## src/rtl/bsg_flow_counter_multi.sv

```systemverilog
// Per-channel outstanding-element counter with saturation, occupancy status
// decodes, sticky overflow/underflow flags and per-channel synchronous clear.
module bsg_flow_counter_multi #(
    parameter int channels_p    = 4,
    parameter int els_p         = 64,
    parameter int almost_full_p = els_p - 4,
    localparam int lg_els_lp    = $clog2(els_p + 1)
) (
    input  logic                            clk_i,
    input  logic                            reset_i,
    input  logic [channels_p-1:0]           v_i,
    input  logic [channels_p-1:0]           ready_i,
    input  logic [channels_p-1:0]           yumi_i,
    input  logic [channels_p-1:0]           clear_i,
    input  logic                            err_clear_i,
    output logic [channels_p*lg_els_lp-1:0] count_o,
    output logic [channels_p-1:0]           empty_o,
    output logic [channels_p-1:0]           full_o,
    output logic [channels_p-1:0]           almost_full_o,
    output logic [channels_p-1:0]           overflow_o,
    output logic [channels_p-1:0]           underflow_o
);

    if (almost_full_p < 1 || almost_full_p > els_p) begin : g_bad_almost_full
        $error("bsg_flow_counter_multi: almost_full_p must lie in 1..els_p");
    end

    localparam logic [lg_els_lp-1:0] els_lp = lg_els_lp'(els_p);
    localparam logic [lg_els_lp-1:0] af_lp  = lg_els_lp'(almost_full_p);
    localparam logic [lg_els_lp-1:0] one_lp = lg_els_lp'(1);

    logic [lg_els_lp-1:0] count_q [channels_p];
    logic [lg_els_lp-1:0] count_d [channels_p];
    logic [channels_p-1:0] overflow_q, overflow_d;
    logic [channels_p-1:0] underflow_q, underflow_d;

    // NOTE: every variable gets a default at the top of the block so no path leaves it unassigned (no latch).
    always_comb begin
        count_d     = count_q;
        overflow_d  = overflow_q & ~{channels_p{err_clear_i}};
        underflow_d = underflow_q & ~{channels_p{err_clear_i}};
        for (int c = 0; c < channels_p; c++) begin
            // Clear beats traffic; a simultaneous enq and yumi is a bypass and never an error.
            if (clear_i[c]) begin
                count_d[c] = '0;
            end else if (v_i[c] && ready_i[c] && !yumi_i[c]) begin
                if (count_q[c] == els_lp) overflow_d[c] = 1'b1;
                else                      count_d[c]    = count_q[c] + one_lp;
            end else if (yumi_i[c] && !(v_i[c] && ready_i[c])) begin
                if (count_q[c] == '0) underflow_d[c] = 1'b1;
                else                  count_d[c]     = count_q[c] - one_lp;
            end
        end
    end

    // NOTE: reset is synchronous, so it lives inside the clocked branch; state uses non-blocking assignments only.
    always_ff @(posedge clk_i) begin
        if (reset_i) begin
            for (int c = 0; c < channels_p; c++) count_q[c] <= '0;
            overflow_q  <= '0;
            underflow_q <= '0;
        end else begin
            count_q     <= count_d;
            overflow_q  <= overflow_d;
            underflow_q <= underflow_d;
        end
    end

    always_comb begin
        count_o       = '0;
        empty_o       = '0;
        full_o        = '0;
        almost_full_o = '0;
        for (int c = 0; c < channels_p; c++) begin
            count_o[c*lg_els_lp +: lg_els_lp] = count_q[c];
            empty_o[c]       = (count_q[c] == '0);
            full_o[c]        = (count_q[c] == els_lp);
            almost_full_o[c] = (count_q[c] >= af_lp);
        end
        overflow_o  = overflow_q;
        underflow_o = underflow_q;
    end

endmodule

```

## config.mk

```make
export PLATFORM = sky130hd
export DESIGN_NAME = bsg_flow_counter_multi
export DESIGN_NICKNAME = d
export VERILOG_FILES = /design/src/rtl/bsg_flow_counter_multi.sv
export SDC_FILE = /design/constraint.sdc
export NUM_CORES = 1
export LEC_CHECK = 0
export CAP_MARGIN = 30
export CORE_ASPECT_RATIO = 1.5
export CORE_MARGIN = 10
export CORE_UTILIZATION = 53
export DETAILED_ROUTE_END_ITERATION = 6
export HOLD_SLACK_MARGIN = 0.15
export PLACE_DENSITY_LB_ADDON = 0.05
export SLEW_MARGIN = 10
export SYNTH_ARGS = -nofsm -noshare
export SYNTH_HDL_FRONTEND = slang
export SYNTH_SLANG_ARGS = --single-unit
```

## constraint.sdc

```tcl
create_clock -name clk_i -period 4.7 [get_ports clk_i]
set_input_delay 0.47 -clock clk_i [delete_from_list [all_inputs] [get_ports clk_i]]
set_output_delay 0.47 -clock clk_i [all_outputs]
set_load 0.02 [all_outputs]
```

==> results by group, run 1 <==
Placement
  • Count of port buffers added during placement: 66
  • Final HPWL DP: between 5000 and 6000 um
  • Post-Place Cells: about 430
  • Gpl congestion: 0.8825

Die
  • Initial cell density of the core: a little over half
  • Area of the die: 0.008198 mm^2
  • Placeable core area: 0.004810 mm^2
  • Standard-cell row count: 31
  • Boundary Pins: 67
  • Die Wd: 77.34 um
  • Die Y-Extent: ~110 um

Global route
  • Largest net degree at the start of global routing: 15
  • Antenna violations before repair: 0
  • Global router's overall resource usage: 16.94%
  • First-pass GRT wire length: 11810 um
  • Vias in the first global route: 2479
  • Total gr overflow: 0

Layout
  • Filler cell count: 419
  • Total number of nets in the final design: 419
  • Fraction of layout cells with a size suffix above 1: under 10%
  • Commonest cells after routing, fill and taps aside: sky130_fd_sc_hd__clkdlybuf4s50_1, sky130_fd_sc_hd__nor2_1, sky130_fd_sc_hd__dfxtp_1
  • Combined area of the multi-input logic cells: 0.001831 mm^2
  • Utilization after layout: between 70 and 80%
  • Number of non-filler instances in the completed layout: 439
  • Synthesis-to-finish area growth: 31.02%
  • Most frequent standard cell in the layout excluding fill and tap cells: sky130_fd_sc_hd__clkdlybuf4s50_1
  • Sequential cell area: 720.7 um^2
  • Diode count: 0

Detailed routing
  • Count of vias placed by the detailed router: 2534
  • Post-DR wirelength/cell: 15.47 um
  • Residual DRC: 0
  • Number of DRC violations after detailed-routing iteration 0: 94
  • Count of nets left with antenna violations after detail routing: 0
  • Final wirelength: ~6800 um
  • TritonRoute pass-1 iters: 4
  • Average vias per placed instance: 5.772

Critical path
  • Type of element capturing the critical path: register
  • Worst Setup Start Kind: input pin
  • Max Fanout on Critical Path: 14
  • Reg2reg path depth: 7
  • Kind of critical path: in2reg
  • Required time at the endpoint of the critical path: 4.93 ns
  • Data arrival time of the critical path: 3.08 ns

Yosys
  • Fraction of synthesis flops using an asynchronous set or reset pin: 0%
  • Primary flip-flop cell chosen by synthesis mapping: sky130_fd_sc_hd__dfxtp_1
  • Count of state elements after synthesis: 36
  • Portion of the post-synthesis area used by sequential elements: 27.57%
  • Number of flops mapped to enable cells by yosys: 0
  • Combined area of all synthesized cells: about 0.0026 mm^2
  • Synth Warn #: 0
  • Synth area leaders: sky130_fd_sc_hd__dfxtp_1, sky130_fd_sc_hd__ha_1, sky130_fd_sc_hd__mux2i_1
  • Cell type with the highest aggregate area in the netlist: sky130_fd_sc_hd__dfxtp_1
  • Mean area per synthesized cell: 8.514 um^2
  • Library cells used by synthesis: 47
  • Proportion of netlist area held by the largest area contributor: 27.57%
  • Synth Instances: approximately 300
  • Syn Nets: 354

STA
  • Slew @ Worst Pin: ~0.72 ns
  • Relative slew margins: 51.72%
  • Highest clock rate: between 0.3 and 0.4 GHz
  • Final Max Tran Viols: 0
  • Final clock period utilization by the worst path: between 60% and 70%
  • Min Tclk post-route: 2.852 ns
  • Setup-violating endpoint count in the final report: 0
  • Accumulated negative setup slack: 0 ns
  • Final clock skew: 0.002982 ns
  • Number of hold violations in the final report: 0
  • Unrepaired setup endpoints after global routing: no

Power and ir drop
  • Cell Int Power: slightly below 0.7 mW
  • Areal power density over the cells: between 300 and 400 mW/mm^2
  • Combinational fraction of design power: around 40%
  • Post-layout power: 1.058 mW
  • Register share of total power: 33.6%
  • Net switching fraction of the power: a little over a third
  • Static power due to leakage: 1.405 nW
  • Sw power: 0.3721 mW
  • Part of the power in the clock network: 25.7%
  • Max IR drop VDD: 0.1917 mV

Clock tree
  • CTS resizes: 0
  • Maximum clock path buffer count: 2
  • Latest clock arrival within the worst-skew pair: about 0.29 ns
  • Clock root buffer: sky130_fd_sc_hd__clkbuf_8
  • Post-CTS Setup Bufs: 0
  • Hold buffer count at cts: 0
  • CTS tree: built
  • Number of levels in the clock H-tree: 2
  • Clock buffer count from CTS: 5
  • Clock slew seen by the registers of the worst setup and hold paths: roughly 0.070 ns
  • Sinks on the clock net: 36

Hold path
  • Hold Crit Class: reg2reg
  • Cell depth of the worst hold path: 2

Status
  • Result of the run: finished, final reports clean

Flow run
  • Number of max-cap violations: 0
-- metrics by stage --
| step | worst slack (ns) | area [um^2] | hold slack, ns |
|---|---|---|---|
| 4_1_cts | 1.838 | 3425 | 0.4620 |
| 5_1_grt | 1.656 | 3425 | 0.4954 |
| 3_5_place_dp | 1.530 | 3317 | 0.4471 |
| 2_1_floorplan | 2.206 | 2614 | 0.5328 |
| 6_report | 1.848 | 3425 | 0.4577 |
| 3_3_place_gp | 1.616 | 3317 | 0.4343 |
-- layout make-up --
class | instances | area share [%]
clock inverter | 2 | 1.023
clock buffer | 6 | 2.119
sequential | 36 | 21.04
timing repair buffer | 66 | 19.29
tap | 66 | 2.411
multi-input combinational | 257 | 53.45
inverter | 6 | 0.6577
-- Yosys cell counts (6+ instances only) --
master / count
sky130_fd_sc_hd__a211oi_1: 13
sky130_fd_sc_hd__nand2_1: 29
sky130_fd_sc_hd__o21ai_0: 11
sky130_fd_sc_hd__inv_1: 6
sky130_fd_sc_hd__dfxtp_1: 36
sky130_fd_sc_hd__o31ai_1: 8
sky130_fd_sc_hd__a21oi_1: 15
sky130_fd_sc_hd__nor2_1: 45
sky130_fd_sc_hd__a21o_1: 8
sky130_fd_sc_hd__mux2i_1: 18
sky130_fd_sc_hd__ha_1: 24
-- power groups by stage --
stage	sequential (mW)	combinational, mW	clock [mW]
floorplan	0.380	0.273	0
global placement	0.362	0.423	0
detailed placement	0.362	0.431	0
CTS	0.356	0.434	0.281
global route	0.360	0.476	0.289
finish	0.356	0.430	0.272
-- sequential cells by signal, indices dropped and copies added (netlist names) --
signal and cells:
count_o 28, overflow_o 4, underflow_o 4
-- final timing paths --
| check | start | slack (ns) | to |
|---|---|---|---|
| setup / recovery | yumi_i[3] | 1.85 | count_o[27]$_SDFFE_PP0P_ |
| hold / removal | overflow_o[0]$_SDFF_PP0_ | 0.46 | overflow_o[0]$_SDFF_PP0_ |
| setup reg to reg | count_o[14]$_SDFFE_PP0P_ | 2.60 | count_o[20]$_SDFFE_PP0P_ |
| hold reg to reg | overflow_o[0]$_SDFF_PP0_ | 0.46 | overflow_o[0]$_SDFF_PP0_ |
-- cell families after synthesis --
kind of cell | synth area share (%)
fa+ha+maj | 14.55
mux | 6.893
flops | 27.57
xor+xnor | 3.016
simple gates | 22.35
compound gates | 23.22
buf+inv | 2.393
-- metal layers --
metal | part of all wire [%] | vias to the layer above | global-route usage [%]
met4 | 2.0 | 0 | 6.806
met1 | 41 | 1189 | 18.54
met3 | 6.6 | 10 | 5.396
li1 | - | 1262 | -
met5 | 0 | - | 0
met2 | 50 | 73 | 29.50
-- worst max-delay path, cell delays in order --
cell	delay, ns
sky130_fd_sc_hd__clkdlybuf4s50_1	0.41
sky130_fd_sc_hd__nand3b_1	0.47
sky130_fd_sc_hd__fa_1	0.60
sky130_fd_sc_hd__a211oi_1	0.25
sky130_fd_sc_hd__nor2_1	0.10
sky130_fd_sc_hd__mux2i_1	0.14
sky130_fd_sc_hd__or4_1	0.48
sky130_fd_sc_hd__a21oi_1	0.15
Note: power is estimated with default switching activity, not from simulation.
==> run 2, diff against run 1 <==
Settings changed: CORE_UTILIZATION 53 to 45.
Clock period 4.7 ns to 2.5 ns, I/O delays scaled along.
==> run 2 against run 1 <==
  * Non-clock buffer count increased by 29
  * Global-route usage fell by 1.1 points
  * Die area grew 14%
  * Critical path type unchanged
  * Critical endpoint is now count_o[13]$_SDFFE_PP0P_
  * Largest cell class unchanged
==> results by group, run 2 (same netlist as run 1, synthesis figures left out) <==
Die
  • Die Wd: between 80 and 90 um
  • Area of the die: 0.009319 mm^2
  • Boundary Pins: 67
  • Die Y-Extent: 113.3 um
  • Standard-cell row count: 33
  • Initial cell density of the core: 46.89%
  • Placeable core area: 0.005574 mm^2

Detailed routing
  • Final wirelength: 7145 um
  • Number of DRC violations after detailed-routing iteration 0: 115
  • Post-DR wirelength/cell: 15.14 um
  • Residual DRC: 0
  • Count of nets left with antenna violations after detail routing: 0
  • TritonRoute pass-1 iters: 4
  • Count of vias placed by the detailed router: 2622
  • Average vias per placed instance: 5.555

Placement
  • Dpl cell area: 0.003540 mm^2
  • Final HPWL DP: between 5000 and 6000 um
  • Placement Setup Slack: -0.1072 ns
  • Gpl congestion: a little under 0.9
  • Count of port buffers added during placement: 66
  • Post-Place Cells: about 460

Layout
  • Number of flip-flops in the largest register: 28
  • Total number of nets in the final design: 448
  • Most frequent standard cell in the layout excluding fill and tap cells: sky130_fd_sc_hd__clkdlybuf4s50_1
  • Final Cell Area: 0.003638 mm^2
  • Commonest cells after routing, fill and taps aside: sky130_fd_sc_hd__clkdlybuf4s50_1, sky130_fd_sc_hd__nor2_1, sky130_fd_sc_hd__dfxtp_1
  • Fraction of layout cells with a size suffix above 1: 10.95%
  • Synthesis-to-finish area growth: 39.21%
  • Number of non-filler instances in the completed layout: 472
  • Diode count: 0

Global route
  • Total gr overflow: 0
  • Antenna violations before repair: 0
  • First-pass GRT wire length: around 12000 um
  • Vias in the first global route: 2626
  • Global router's overall resource usage: 15.89%
  • Largest net degree at the start of global routing: 11

Critical path
  • Data arrival time of the critical path: 2.54 ns
  • Kind of critical path: in2reg
  • Max Fanout on Critical Path: 7
  • Required time at the endpoint of the critical path: 2.72 ns
  • Worst Setup Start Kind: input pin
  • Type of element capturing the critical path: register

STA
  • Final Max Tran Viols: 0
  • Final clock period utilization by the worst path: about 93%
  • Slew @ Worst Pin: 0.5296 ns
  • Unrepaired setup endpoints after global routing: no
  • Final clock skew: between 0.007 and 0.008 ns
  • Number of hold violations in the final report: 0
  • Relative slew margins: between 60% and 70%
  • Setup-violating endpoint count in the final report: 0
  • Highest clock rate: 0.4303 GHz
  • Min Tclk post-route: 2.324 ns
  • Final Worst Setup Slack: ~0.18 ns

Clock tree
  • Sinks on the clock net: 36
  • Clock buffer count from CTS: 5
  • Post-CTS Setup Bufs: 0
  • Maximum clock path buffer count: 2
  • Clock slew seen by the registers of the worst setup and hold paths: 0.07 ns
  • Latest clock arrival within the worst-skew pair: ~0.29 ns
  • CTS tree: built
  • Number of levels in the clock H-tree: 2
  • Hold buffer count at cts: 0
  • CTS resizes: 0
  • Clock root buffer: sky130_fd_sc_hd__clkbuf_8

Hold path
  • Hold Crit Class: reg2reg

Flow run
  • Number of max-cap violations: 0

Status
  • Result of the run: finished, final reports clean

Power and ir drop
  • Areal power density over the cells: 539.7 mW/mm^2
  • Post-layout power: 1.964 mW
  • Static power due to leakage: 1.535 nW
  • Max IR drop VDD: 0.3012 mV
[run 2: changes by cell type in the layout (fill, tap and decap cells not counted)]
cell                        before  now
sky130_fd_sc_hd__clkbuf_8        5    6
sky130_fd_sc_hd__nor4_4          0    1
sky130_fd_sc_hd__bufinv_16       1    0
sky130_fd_sc_hd__buf_4           0   29
sky130_fd_sc_hd__clkbuf_1        1    2
sky130_fd_sc_hd__nor4_2          1    0
sky130_fd_sc_hd__clkinv_2        1    0
[run 2: layout make-up]
class | count | area (um^2)
Tap cell | 70 | 87.58
Sequential cell | 36 | 720.7
Timing Repair Buffer | 95 | 878.3
Inverter | 6 | 22.52
Clock buffer | 8 | 90.09
Fill cell | 491 | 1936
Multi-Input combinational cell | 257 | 1839
[run 2: critical path: stages]
cell,delay [ns]
sky130_fd_sc_hd__clkdlybuf4s50_1,0.42
sky130_fd_sc_hd__nand3b_1,0.31
sky130_fd_sc_hd__buf_4,0.25
sky130_fd_sc_hd__ha_1,0.31
sky130_fd_sc_hd__o21ai_0,0.17
sky130_fd_sc_hd__nor2_1,0.08
sky130_fd_sc_hd__mux2i_1,0.14
sky130_fd_sc_hd__or4_1,0.47
sky130_fd_sc_hd__a21oi_1,0.15
[run 2: final timing paths]
path	depth (start not counted)	slack [ns]	end	startpoint
max reg2reg	7	0.45	count_o[20]$_SDFFE_PP0P_	count_o[14]$_SDFFE_PP0P_
min	2	0.46	underflow_o[0]$_SDFF_PP0_	underflow_o[0]$_SDFF_PP0_
min reg2reg	2	0.46	underflow_o[0]$_SDFF_PP0_	underflow_o[0]$_SDFF_PP0_
max	9	0.18	count_o[13]$_SDFFE_PP0P_	yumi_i[1]
[run 2: power by group]
group / switching, mW / internal [mW]
Clock: 0.208 / 0.225
Combinational: 0.435 / 0.426
Sequential: 0.0580 / 0.612
[run 2: metal layers]
layer  share of wire, %  GRT usage [%]  up-vias
li1                   -              -     1326
met1                 39          17.01     1226
met2                 54          29.15       59
met3                6.0          3.407       11
met4                1.7          5.125        0
met5                  0              0        -
[run 2: per-stage QoR]
| step | util, % | setup TNS [ns] | hold WS, ns |
|---|---|---|---|
| after global placement | 63.50 | -0.05939 | 0.4443 |
| after global routing | 65.28 | 0 | 0.4816 |
| after CTS | 65.12 | 0 | 0.4703 |
| final | 65.28 | 0 | 0.4639 |
| after detailed placement | 63.50 | -0.2450 | 0.4526 |
| after floorplan | - | 0 | 0.4341 |
==> run 3, diff against run 2 <==
Settings changed: CTS_CLUSTER_SIZE set to 40, PLACE_DENSITY set to 0.78, PLACE_DENSITY_LB_ADDON 0.05 to unset.
==> run 3 against run 2 <==
  * Clock power rose by 30%
  * Fmax rose by 0.85%
  * Cell area fell by 0.28%
  * First-iteration DRC count fell by 7.0%
  * Final cell count fell by 1.1%
  * Largest power group unchanged
  * Via count rose by 1.3%
  * Combinational power fell by 0.5%
  * Critical path depth fell by 5
  * Sequential power barely moved
  * Wire length rose by 2.6%
==> results by group, run 3 (same netlist as run 1, synthesis figures left out) <==
Status
  • Result of the run: finished, final reports clean

Global route
  • Total gr overflow: 0
  • Largest net degree at the start of global routing: 12
  • Global router's overall resource usage: 15.59%
  • First-pass GRT wire length: 12030 um
  • Vias in the first global route: 2658
  • Antenna violations before repair: 0

Die
  • Initial cell density of the core: approximately 47%
  • Area of the die: roughly 0.0093 mm^2
  • Die Wd: ~80 um
  • Boundary Pins: 67
  • Die Y-Extent: 113.3 um
  • Placeable core area: 0.005574 mm^2
  • Standard-cell row count: 33

Flow run
  • Number of max-cap violations: 0

Clock tree
  • CTS tree: built
  • Latest clock arrival within the worst-skew pair: ~0.28 ns
  • CTS resizes: 0
  • Clock buffer count from CTS: 5
  • Clock slew seen by the registers of the worst setup and hold paths: 0.07 ns
  • Post-CTS Setup Bufs: 0
  • Sinks on the clock net: 36
  • Clock root buffer: sky130_fd_sc_hd__clkbuf_8
  • Maximum clock path buffer count: 2
  • Number of levels in the clock H-tree: 2
  • Hold buffer count at cts: 0

Detailed routing
  • Count of nets left with antenna violations after detail routing: 0
  • TritonRoute pass-1 iters: 4
  • Average vias per placed instance: 5.687
  • Number of DRC violations after detailed-routing iteration 0: 107
  • Post-DR wirelength/cell: 15.69 um
  • Residual DRC: 0
  • Count of vias placed by the detailed router: 2656
  • Final wirelength: 7329 um

Critical path
  • Number of buffers and inverters on the critical path: 2
  • Worst path cell trace: nor4_2 -> nand3b_1 -> inv_1 -> clkdlybuf4s50_1
  • Required time at the endpoint of the critical path: 2.25 ns
  • Type of element capturing the critical path: output pin
  • Worst Setup Start Kind: register
  • Critical Path Stages: 4
  • Kind of critical path: reg2out
  • Data arrival time of the critical path: 2.05 ns
  • Startpoint of the worst-slack reg-to-reg timing path: count_o[7]$_SDFFE_PP0P_
  • Worst R2R Setup Slack: 0.41 ns
  • Slowest CP cell: sky130_fd_sc_hd__clkdlybuf4s50_1
  • Delay of the slowest cell on the worst path: 0.60 ns
  • Gate family responsible for the most delay along the worst path: simple AND/OR/NAND/NOR gates
  • Reg2reg path depth: 6
  • Max Fanout on Critical Path: 6
  • End of the worst register-to-register path: count_o[13]$_SDFFE_PP0P_

Hold path
  • Worst Hold Path EP: underflow_o[0]$_SDFF_PP0_
  • Launch point of the worst hold path: underflow_o[0]$_SDFF_PP0_
  • Hold Crit Class: reg2reg
  • Cell depth of the worst hold path: 2

Layout
  • Combined area of the multi-input logic cells: 0.001831 mm^2
  • Synthesis-to-finish area growth: 38.82%
  • Diode count: 0
  • Total number of nets in the final design: 443
  • Sequential cell area: 720.7 um^2
  • Number of flip-flops in the largest register: 28
  • Most frequent standard cell in the layout excluding fill and tap cells: sky130_fd_sc_hd__clkdlybuf4s50_1
  • Commonest cells after routing, fill and taps aside: sky130_fd_sc_hd__clkdlybuf4s50_1, sky130_fd_sc_hd__nor2_1, sky130_fd_sc_hd__dfxtp_1
  • Filler cell count: 490
  • Fraction of layout cells with a size suffix above 1: 10.33%

STA
  • Final Worst Setup Slack: 0.1956 ns
  • Final clock skew: between 0.007 and 0.008 ns
  • Setup-violating endpoint count in the final report: 0
  • Final Max Tran Viols: 0
  • Relative slew margins: a little over two fifths
  • Number of hold violations in the final report: 0
  • Final clock period utilization by the worst path: 92.18%
  • Worst slack on hold paths: 0.4552 ns
  • Highest clock rate: 0.4339 GHz
  • Slew @ Worst Pin: 0.8548 ns
  • Min Tclk post-route: 2.304 ns
  • Unrepaired setup endpoints after global routing: no

Placement
  • Count of port buffers added during placement: 66
  • Gpl congestion: 0.8924
  • Placement Setup Slack: -0.05902 ns
  • Final HPWL DP: 5763 um

Power and ir drop
  • Areal power density over the cells: 576.5 mW/mm^2
  • Max IR drop VDD: 0.3242 mV
  • Post-layout power: ~2.1 mW
  • Static power due to leakage: ~1.5 nW
==> run 3: cell count changes in the layout (fill, tap and decap cells not counted), sizes merged <==
cell and change:
buf -5, clkbuf -1, bufinv +1
==> run 3: layer usage <==
metal,share of wire (%),GRT usage (%)
met5,0,0
met4,1.1,4.556
met3,8.7,4.834
met2,51,28.37
met1,39,16.23
==> run 3: cell type report <==
| type | instances | share of cell area (%) |
|---|---|---|
| multi-input cells | 257 | 50.45 |
| clock inverters | 1 | 0.8276 |
| well taps | 70 | 2.414 |
| inverters | 6 | 0.6207 |
| flip-flops and latches | 36 | 19.86 |
| clock buffers | 7 | 2.655 |
| repair buffers | 90 | 23.17 |
==> run 3: how the worst max path moves through the flow <==
stage	start	endpoint	slack, ns
finish	count_o[3]$_SDFFE_PP0P_	empty_o[0]	0.20
global placement	yumi_i[1]	count_o[13]$_SDFFE_PP0P_	0.001
CTS	count_o[3]$_SDFFE_PP0P_	empty_o[0]	0.18
global route	count_o[3]$_SDFFE_PP0P_	empty_o[0]	0.05
detailed placement	yumi_i[1]	count_o[13]$_SDFFE_PP0P_	-0.06
floorplan	yumi_i[3]	count_o[27]$_SDFFE_PP0P_	0.23
==> run 3: worst register-to-register path: cells and delay by family (launching register included) <==
family                     cells  cell delay, ns
AOI/OAI and AO/OA              2            0.39
adders and majority gates      1            0.49
DFF                            1            0.40
muxes                          1            0.15
and+or+nand+nor                2            0.59
==> run 3: per-stage QoR <==
step | std cells | TNS, ns | area [um^2] | utilization, %
2_1_floorplan | 307 | 0 | 2614 | -
3_3_place_gp | 459 | 0 | 3502 | 62.83
3_5_place_dp | 459 | -0.1350 | 3502 | 62.83
4_1_cts | 467 | 0 | 3628 | 65.10
5_1_grt | 467 | 0 | 3628 | 65.10
6_report | 467 | 0 | 3628 | 65.10
==> run 3: power breakdown <==
| part | internal, mW | leakage (nW) | switching, mW |
|---|---|---|---|
| Clock | 0.352 | 0.0645 | 0.212 |
| Combinational | 0.419 | 1.17 | 0.438 |
| Sequential | 0.611 | 0.292 | 0.0600 |
